**config.mk**
```make
export PLATFORM = sky130hd
export DESIGN_NAME = bus_arbiter_flat
export DESIGN_NICKNAME = d
export VERILOG_FILES = /design/src/rtl/bus_arb_pkg.sv /design/src/rtl/bus_arbiter_if.sv /design/src/rtl/bus_arbiter_rr_picker.sv /design/src/rtl/bus_arbiter.sv /design/src/flat_wrapper.sv
export SDC_FILE = /design/constraint.sdc
export NUM_CORES = 1
export LEC_CHECK = 0
export ABC_AREA = 1
export BUFFER_PORTS_ARGS = -buffer_cell sky130_fd_sc_hd__buf_2
export CORE_UTILIZATION = 40
export DETAILED_ROUTE_END_ITERATION = 10
export PLACE_DENSITY_LB_ADDON = 0.12
export SYNTH_ARGS = -nofsm -noshare
export SYNTH_HDL_FRONTEND = slang
export SYNTH_HIERARCHICAL = 1
export SYNTH_SLANG_ARGS = --single-unit
```
**constraint.sdc**
```tcl
create_clock -name clk -period 3.33 [get_ports clk]
set_input_delay 0.4995 -clock clk [delete_from_list [all_inputs] [get_ports clk]]
set_output_delay 0.4995 -clock clk [all_outputs]
set_load 0.03 [all_outputs]
```
**src/rtl/bus_arb_pkg.sv**
```systemverilog
// Shared types and constants for the round-robin bus arbiter.
// State encoding is fixed so it can be decoded in the debug tooling.
package bus_arb_pkg;

  typedef enum logic [1:0] {
    IDLE  = 2'd0,
    GRANT = 2'd1,
    TURN  = 2'd2
  } arb_state_t;

  localparam int DEFAULT_MAX_HOLD = 8;

endpackage

```
**src/rtl/bus_arbiter_if.sv**
```systemverilog
// Request/grant bundle between the arbiter (master) and the bus devices (slave).
interface bus_arbiter_if #(
  parameter int NUM_DEV = 4
) ();
  localparam int SEL_W = $clog2(NUM_DEV);

  logic [NUM_DEV-1:0] req;
  logic [NUM_DEV-1:0] grant;
  logic [SEL_W-1:0]   bus_sel;
  logic               bus_busy;
  logic               turnaround;
  logic               timeout;

  modport master (
    input  req,
    output grant,
    output bus_sel,
    output bus_busy,
    output turnaround,
    output timeout
  );

  modport slave (
    output req,
    input  grant,
    input  bus_sel,
    input  bus_busy,
    input  turnaround,
    input  timeout
  );
endinterface

```
**src/rtl/bus_arbiter_rr_picker.sv**
```systemverilog
// Combinational round-robin winner search starting one past the last owner.
module rr_picker #(
  parameter int NUM_DEV = 4,
  localparam int SEL_W = $clog2(NUM_DEV)
) (
  input  logic [NUM_DEV-1:0] req,
  input  logic [SEL_W-1:0]   last_owner,
  output logic [SEL_W-1:0]   win_idx,
  output logic               any_req
);

  logic [SEL_W-1:0]   cand_idx [NUM_DEV];
  logic [NUM_DEV-1:0] cand_req;

  // Candidate gi is (last_owner + 1 + gi) mod NUM_DEV; the sum is < 2*NUM_DEV,
  // so one conditional subtract replaces a general modulo.
  generate
    for (genvar gi = 0; gi < NUM_DEV; gi++) begin : g_cand
      logic [SEL_W:0] sum;
      assign sum = {1'b0, last_owner} + (SEL_W+1)'(gi + 1);
      assign cand_idx[gi] = (sum >= (SEL_W+1)'(NUM_DEV))
                            ? SEL_W'(sum - (SEL_W+1)'(NUM_DEV))
                            : sum[SEL_W-1:0];
      assign cand_req[gi] = req[cand_idx[gi]];
    end
  endgenerate

  always_comb begin
    win_idx = cand_idx[0];
    any_req = |req;
    for (int k = NUM_DEV - 1; k >= 0; k--) begin
      if (cand_req[k]) begin
        win_idx = cand_idx[k];
      end
    end
  end

endmodule

```
**src/rtl/bus_arbiter.sv**
```systemverilog
// Round-robin bus arbiter with a dead turnaround cycle between owners.
// Define ARB_TIMEOUT_EN to force release after MAX_HOLD cycles when others wait.
module bus_arbiter
  import bus_arb_pkg::*;
#(
  parameter int NUM_DEV  = 4,
  parameter int MAX_HOLD = DEFAULT_MAX_HOLD
) (
  input  logic          clk,
  input  logic          rst,
  bus_arbiter_if.master bus
);

  localparam int SEL_W = $clog2(NUM_DEV);

  generate
    if (NUM_DEV < 2 || MAX_HOLD < 1) begin : g_bad_param
      $error("bus_arbiter: NUM_DEV must be >= 2 and MAX_HOLD >= 1");
    end
  endgenerate

  arb_state_t         state_reg, state_next;
  logic [NUM_DEV-1:0] grant_reg, grant_next;
  logic [SEL_W-1:0]   sel_reg, sel_next;
  logic [SEL_W-1:0]   last_owner_reg, last_owner_next;
  logic               busy_reg, busy_next;
  logic               turn_reg, turn_next;
  logic               timeout_reg, timeout_next;

  logic [SEL_W-1:0]   win_idx;
  logic               any_req;
  logic               owner_req;
  logic               force_release;

  rr_picker #(
    .NUM_DEV (NUM_DEV)
  ) u_picker (
    .req        (bus.req),
    .last_owner (last_owner_reg),
    .win_idx    (win_idx),
    .any_req    (any_req)
  );

  assign owner_req = bus.req[last_owner_reg];

`ifdef ARB_TIMEOUT_EN
  localparam int HOLD_W = $clog2(MAX_HOLD + 1);

  logic [HOLD_W-1:0] hold_cnt_reg, hold_cnt_next;
  logic              others_req;
  logic              hold_expired;

  assign others_req    = |(bus.req & ~grant_reg);
  assign hold_expired  = (hold_cnt_reg == HOLD_W'(MAX_HOLD - 1));
  assign force_release = (state_reg == GRANT) && hold_expired && others_req;

  // Counter restarts on every GRANT entry and saturates while nobody else waits.
  always_comb begin
    hold_cnt_next = hold_cnt_reg;
    if (state_reg != GRANT || state_next != GRANT) begin
      hold_cnt_next = '0;
    end else if (!hold_expired) begin
      hold_cnt_next = hold_cnt_reg + HOLD_W'(1);
    end
  end

  always_ff @(posedge clk) begin
    if (rst) begin
      hold_cnt_reg <= '0;
    end else begin
      hold_cnt_reg <= hold_cnt_next;
    end
  end
`else
  assign force_release = 1'b0;
`endif

  always_comb begin
    state_next      = state_reg;
    grant_next      = grant_reg;
    sel_next        = sel_reg;
    last_owner_next = last_owner_reg;
    busy_next       = busy_reg;
    turn_next       = 1'b0;
    timeout_next    = 1'b0;

    case (state_reg)
      IDLE, TURN: begin
        if (any_req) begin
          state_next      = GRANT;
          grant_next      = {{(NUM_DEV-1){1'b0}}, 1'b1} << win_idx;
          sel_next        = win_idx;
          last_owner_next = win_idx;
          busy_next       = 1'b1;
        end else begin
          state_next = IDLE;
          grant_next = '0;
          busy_next  = 1'b0;
        end
      end
      GRANT: begin
        // Only a voluntary drop or the hold limit ends ownership.
        if (!owner_req || force_release) begin
          state_next   = TURN;
          grant_next   = '0;
          busy_next    = 1'b0;
          turn_next    = 1'b1;
          timeout_next = force_release && owner_req;
        end
      end
      default: begin
        state_next = IDLE;
        grant_next = '0;
        busy_next  = 1'b0;
      end
    endcase
  end

  always_ff @(posedge clk) begin
    if (rst) begin
      state_reg      <= IDLE;
      grant_reg      <= '0;
      sel_reg        <= '0;
      last_owner_reg <= SEL_W'(NUM_DEV - 1);
      busy_reg       <= 1'b0;
      turn_reg       <= 1'b0;
      timeout_reg    <= 1'b0;
    end else begin
      state_reg      <= state_next;
      grant_reg      <= grant_next;
      sel_reg        <= sel_next;
      last_owner_reg <= last_owner_next;
      busy_reg       <= busy_next;
      turn_reg       <= turn_next;
      timeout_reg    <= timeout_next;
    end
  end

  assign bus.grant      = grant_reg;
  assign bus.bus_sel    = sel_reg;
  assign bus.bus_busy   = busy_reg;
  assign bus.turnaround = turn_reg;
  assign bus.timeout    = timeout_reg;

endmodule

```
**src/flat_wrapper.sv**
```systemverilog
// flat-port wrapper written by rule: the top's interface ports become plain ports
module bus_arbiter_flat import bus_arb_pkg::*;
#(
  parameter int NUM_DEV  = 4,
  parameter int MAX_HOLD = DEFAULT_MAX_HOLD
)
  (clk, rst, bus_req, bus_grant, bus_bus_sel, bus_bus_busy, bus_turnaround, bus_timeout);
  bus_arbiter_if #(.NUM_DEV(NUM_DEV)) bus_i ();
  input  logic clk;
  input  logic rst;
  input wire logic [$bits(bus_i.req)-1:0] bus_req;
  output wire logic [$bits(bus_i.grant)-1:0] bus_grant;
  output wire logic [$bits(bus_i.bus_sel)-1:0] bus_bus_sel;
  output wire logic [$bits(bus_i.bus_busy)-1:0] bus_bus_busy;
  output wire logic [$bits(bus_i.turnaround)-1:0] bus_turnaround;
  output wire logic [$bits(bus_i.timeout)-1:0] bus_timeout;
  assign bus_i.req = bus_req;
  assign bus_grant = bus_i.grant;
  assign bus_bus_sel = bus_i.bus_sel;
  assign bus_bus_busy = bus_i.bus_busy;
  assign bus_turnaround = bus_i.turnaround;
  assign bus_timeout = bus_i.timeout;
  bus_arbiter #(.NUM_DEV(NUM_DEV), .MAX_HOLD(MAX_HOLD)) u_core (.clk(clk), .rst(rst), .bus(bus_i));
endmodule
```
### Yosys cells after proc, flatten, opt, wreduce, memory -nomap -nowiden

Index checks and enable logic that the tools add are counted.

* register bits: 12
* input port bits: 6
* logic and storage cells: 61
* output and inout port bits: 9

* add/subtract/negate cells: 8
* equal/unequal tests: 3
* reduce and logical (&&, ||, !) cells: 5
* shifts and indexed selects: 1
* bitwise operators: 1
* magnitude comparators: 9
* mux-type cells: 28

Operators by type and width (count)
* 2-to-1 mux 2 bit: 9
* < comparator 2 x 3 -> 1 bit (second input constant): 5
* >= comparator 3 bit (second input constant): 4
* binary-select mux 1 bit (select 2 bit): 5
* 2-to-1 mux 1 bit: 9
* 2-to-1 mux 4 bit: 2
* one-hot mux 4 bit (2 select lines): 1
* subtractor 2 x 1 -> 2 bit (second input constant): 4
* adder 2 x 2 -> 3 bit (second input constant): 2
* one-hot mux 2 bit (2 select lines): 1
* OR reduction 2 bit: 2
* OR reduction 4 bit: 1
* << shifter 1 x 2 -> 4 bit (first input constant): 1
* adder 2 x 1 -> 3 bit (second input constant): 1
* adder 2 x 3 -> 3 bit (second input constant): 1
* equality test 2 x 1 -> 1 bit (second input constant): 1
* equality test 2 bit (second input constant): 1
* logical NOT 2 bit: 1
* inequality test 2 bit (second input constant): 1
* one-hot mux 1 bit (2 select lines): 1
* AND reduction 2 bit: 1
* NOT 1 bit: 1

### Depth between registers and ports, before layout

* depth after elaboration: 12
* gate-level depth with buffers: 16
* gate-level depth less buffers: 15

### By module

Netlist, hierarchy kept.

By module, submodules not included
* bus_arbiter: area an instance 541.8 um2, cells an instance 71, instances 1, seq. area each 220.2 um2
* rr_picker: area an instance 210.2 um2, cells an instance 46, instances 1, seq. area each 0.0 um2

### Least setup slack after synthesis

No wires, ideal clock.

* path kind: input to register
* from: input bus_req[1]
* to: register u_core.grant_reg[0] (netlist: u_core/bus.grant[0])
* cell stages on the path: 14
* buffers on the path: 0
* data required time: 3.266 ns
* library setup time: 0.064 ns
* path slack: 1.841 ns
* data arrival time: 1.425 ns
* cells stage by stage: inv_1 o21ai_1 nand2_2 nand3_1 nand2_1 nand2_1 nand2_1 nand2_1 inv_1 nor2_1 nand2_1 nand2_1 inv_1 nor2_1

* longest elaborated chain between the ends: 9
* elaborated cells on any way between the ends: 19
* those cells by class: 1 x eq/ne; 1 x shift; 16 x mux; 1 x reduce/logical

RTL lines
* start, declared: RTL line flat_wrapper.sv:11 `input wire logic [$bits(bus_i.req)-1:0] bus_req;`
* binary-select mux 1 bit (select 2 bit): RTL line bus_arbiter_rr_picker.sv:24 `assign cand_req[gi] = req[cand_idx[gi]];`
* 2-to-1 mux 1 bit (not written as such): RTL line bus_arbiter_rr_picker.sv:24
* 2-to-1 mux 2 bit (3 in series): RTL line bus_arbiter_rr_picker.sv:32 `if (cand_req[k]) begin`
* 2-to-1 mux 2 bit (*): RTL line bus_arbiter_rr_picker.sv:32
* net u_core.win_idx[0]: RTL line bus_arbiter.sv:30 `logic [SEL_W-1:0] win_idx;`
* << shifter 1 x 2 -> 4 bit (*): RTL line bus_arbiter.sv:91 `grant_next = {{(NUM_DEV-1){1'b0}}, 1'b1} << win_idx;`
* 2-to-1 mux 4 bit (*): RTL line bus_arbiter.sv:89 `if (any_req) begin`
* one-hot mux 4 bit (2 select lines) (*): RTL line bus_arbiter.sv:87 `case (state_reg)`
* end signal, assigned: RTL line bus_arbiter.sv:130 `grant_reg <= grant_next;`
* end, declared: RTL line bus_arbiter.sv:23 `logic [NUM_DEV-1:0] grant_reg, grant_next;`

Mark *: on every way through the listed nets, which the timed path passes. The rest lies on a longest branch. The select of a mux whose other input is x is not followed.
A chain may end at the register's enable or synchronous reset.

### Final worst setup path

* from: register u_core.last_owner_reg[0]
* to: register u_core.grant_reg[0] (netlist: u_core/bus.grant[0])

* longest elaborated chain between the ends: 12
* elaborated cells on any way between the ends: 34
* those cells by class: 8 x add/sub; 4 x order compare; 1 x eq/ne; 1 x shift; 20 x mux

RTL lines
* start, declared: RTL line bus_arbiter.sv:25 `logic [SEL_W-1:0] last_owner_reg, last_owner_next;`
* start signal, assigned: RTL line bus_arbiter.sv:124 `last_owner_reg <= SEL_W'(NUM_DEV - 1);`
* start signal, assigned: RTL line bus_arbiter.sv:132 `last_owner_reg <= last_owner_next;`
* adder 2 x 3 -> 3 bit: RTL line bus_arbiter_rr_picker.sv:20 `assign sum = {1'b0, last_owner} + (SEL_W+1)'(gi + 1);`
* >= comparator 3 bit or subtractor 2 x 1 -> 2 bit (tied branches): RTL line bus_arbiter_rr_picker.sv:21, bus_arbiter_rr_picker.sv:22
* 2-to-1 mux 2 bit: RTL line bus_arbiter_rr_picker.sv:22 `? SEL_W'(sum - (SEL_W+1)'(NUM_DEV))`
* binary-select mux 1 bit (select 2 bit): RTL line bus_arbiter_rr_picker.sv:24
* 2-to-1 mux 1 bit (not written as such): RTL line bus_arbiter_rr_picker.sv:24
* 2-to-1 mux 2 bit (3 in series): RTL line bus_arbiter_rr_picker.sv:32
* 2-to-1 mux 2 bit (*): RTL line bus_arbiter_rr_picker.sv:32
* net u_core.win_idx[0]: RTL line bus_arbiter.sv:30
* << shifter 1 x 2 -> 4 bit (*): RTL line bus_arbiter.sv:91
* 2-to-1 mux 4 bit (*): RTL line bus_arbiter.sv:89
* one-hot mux 4 bit (2 select lines) (*): RTL line bus_arbiter.sv:87

Marks and branches as above.

==> impl_metrics.py <==
metrics = {
    "synth": {
        "synth_top_family_by_area": "simple AND/OR/NAND/NOR gates",
        "syn_avg_cell_area_um2": 6.43,
        "ys_ff_latch": 11,
        "syn_inst": 117,
        "synth_compound_area_frac": 0.0466,
        "syn_nets": 123,
        "ys_warn_count": 6,
        "yosys.area_share.simple": 0.491,
        "yosys.area.top_type": "dfxtp_1",
        "yosys.cell_types.count": 21,
        "syn_area_um2": 752,
        "synth_xor_area_frac": 0.0116,
        "synth.area.top_cells": "dfxtp_1 29%, nand2_1 19%, inv_1 10%",
        "synth_top_area_frac": 0.293,
        "ys_seq_area_frac": 0.293,
        "synthMuxAreaShare": 0,
        "synth-adder-area-share": 0,
    },
    "clocking": {
        "clockRootBuffer": "clkbuf_4",
        "clock_path_buffers": 2,
        "cts_hold_buf": 0,
        "cts_sinks": 11,
        "cts-resized-gates": 0,
        "htreeDepth": 1,
        "path_clk_slew_ps": 70,
        "cts_buffers": 3,
        "cts_tree": "yes",
        "postCtsSetupBuffers": 0,
        "clock_latency_ps": 260,
    },
    "power": {
        "ir_drop_v": 0.000387,
        "power_density_mw_per_mm2": 867,
        "p_leak_uw": 0.000483,
    },
    "floorplanning": {
        "initial_utilization": 0.431,
        "placeableCoreArea_mm2": 0.00175,
        "fp.dieH_um": 45.4,
        "die_w_um": 45.4,
        "ios": 15,
        "die_area_mm2": 0.00206,
        "rows": 15,
    },
    "detailed_routing": {
        "wl_per_cell_um": 8.60,
        "drt-initial-drc-count": 17,
        "routed_wl_um": 1350,
        "routed-via-count": 725,
        "drc": 0,
        "via_per_inst": 4.62,
        "ant_nets": 0,
        "dr.pass1.iters": 4,
    },
    "final_layout": {
        "syn2layout_area_growth_pct": 13.8,
        "nets": 139,
        "largest_reg_flops": 4,
        "final_cell_mix": "38 x nand2_1, 21 x inv_1, 13 x buf_2",
        "fin_util": 0.490,
        "mostFrequentLayoutCell": "nand2_1",
        "antenna_cells": 0,
        "drive_above_1_share": 0.227,
    },
    "critical_path": {
        "worst_setup_path_end_kind": "register",
        "worstPathRequired_ps": 3540,
        "worstPathArrival_ps": 1980,
        "critPathKind": "reg2reg",
        "cp_top_family": "simple AND/OR/NAND/NOR gates",
        "worstRegToRegCells": 14,
        "cpMostUsedCell": "nand2_1",
        "cp_slowest_cell": "dfxtp_1",
        "crit_path_start_kind": "register",
        "path_buf_inv": 2,
        "crit_fanout": 14,
        "cp.depth": 14,
        "path_cells": "nand2_1, o21ai_1, nand2_2, nand3_1, nand2_1, nand2_1, nand2_1, nand2_1, inv_1, nor2_1, nand2_1, nand2_1, inv_1, nor2_1",
        "slowest_delay_ps": 620,
    },
    "global_route": {
        "grt_antenna_before_repair": 0,
        "grtUsageTotal": 0.163,
        "grt_max_degree": 15,
        "grt_pass1_wl_um": 2430,
        "gr-total-overflow": 0,
        "grt_pass1_vias": 586,
    },
    "timing": {
        "fmax_mhz": 565,
        "skew_ps": 3.63,
        "fin_crit_sh": 0.531,
        "rsz0062_at_grt": "false",
        "period_minus_slack_ps": 1770,
        "drv_slew": 0,
        "hold_viol": 0,
        "setup_viol": 0,
        "setup_tns_ps": 0,
    },
    "place": {
        "io_buffers": 13,
        "place_hpwl_um": 1090,
        "gp_congestion": 0.809,
    },
    "worst_hold_path": {
        "min_path_type": "reg2reg",
        "hold_path_depth": 2,
    },
    "run_status": {
        "status": "finished, final reports clean",
    },
    "run": {
        "max_cap_violations": 0,
    },
}
-- per-layer routing --
layer | share of wire | wire length [um] | vias to the layer above | global-route usage
met1 | 0.54 | 726 | 317 | 0.234
li1 | - | - | 390 | -
met3 | 0.058 | 78 | 0 | 0.0600
met4 | 0 | 0 | 0 | 0.0364
met5 | 0 | 0 | - | 0
met2 | 0.40 | 545 | 18 | 0.232
-- worst paths after layout --
| path | to | start | slack (ps) |
|---|---|---|---|
| min reg2reg | u_core/bus.bus_sel[1] | u_core/bus.bus_sel[1] | 460 |
| min | u_core/bus.bus_sel[1] | u_core/bus.bus_sel[1] | 460 |
| max | u_core/bus.grant[0] | u_core/last_owner_reg[0] | 1560 |
| max reg2reg | u_core/bus.grant[0] | u_core/last_owner_reg[0] | 1560 |
-- worst min-delay path, delay by kind of cell, from the launching register on --
family | cells | cell delay [ps]
and+or+nand+nor | 1 | 60
DFF | 1 | 310
AOI/OAI and AO/OA | 1 | 50
-- cells in the mapped netlist --
cell type / n
o211ai_1: 2
buf_4: 1
nor3_1: 1
conb_1: 1
nand2_4: 1
buf_6: 1
inv_4: 1
nor2_1: 8
dfxtp_1: 11
xnor2_1: 1
inv_1: 21
nand3_1: 9
a21oi_1: 2
inv_2: 3
o21ai_1: 2
nand2_1: 38
nand2_2: 4
nor2_8: 1
nand4_1: 5
nor2_2: 1
nand3_4: 3
-- power breakdown --
part	switching (uW)	internal (uW)	total, uW
sequential	40.3	172	212
combinational	294	148	442
clock	42.1	46.3	88.4
-- stage by stage --
step,hold WS (ps),std cells,total power [uW],setup WS (ps),area [um^2]
6_report,463,157,742,1560,856
5_1_grt,465,157,831,1270,856
4_1_cts,457,157,752,1580,856
3_5_place_dp,456,153,658,1570,830
3_3_place_gp,454,153,657,1560,830
2_1_floorplan,513,117,584,1840,752
-- layout make-up --
class	count	area [um^2]
fillers	197	890
multi-input cells	79	417
flip-flops and latches	11	220
inverters	25	96.3
repair buffers	13	65.1
well taps	25	31.3
clock buffers	4	26.3
-- logic make-up (layout without fill, tap and decap cells) --
| group | count (synthesis) | count (layout) |
|---|---|---|
| other | 1 | 1 |
| AO/OA/AOI/OAI | 6 | 6 |
| flip-flops | 11 | 11 |
| buffers and inverters | 27 | 42 |
| XOR/XNOR | 1 | 1 |
| AND/OR/NAND/NOR | 71 | 71 |
Power figures use the tool's default switching activity.
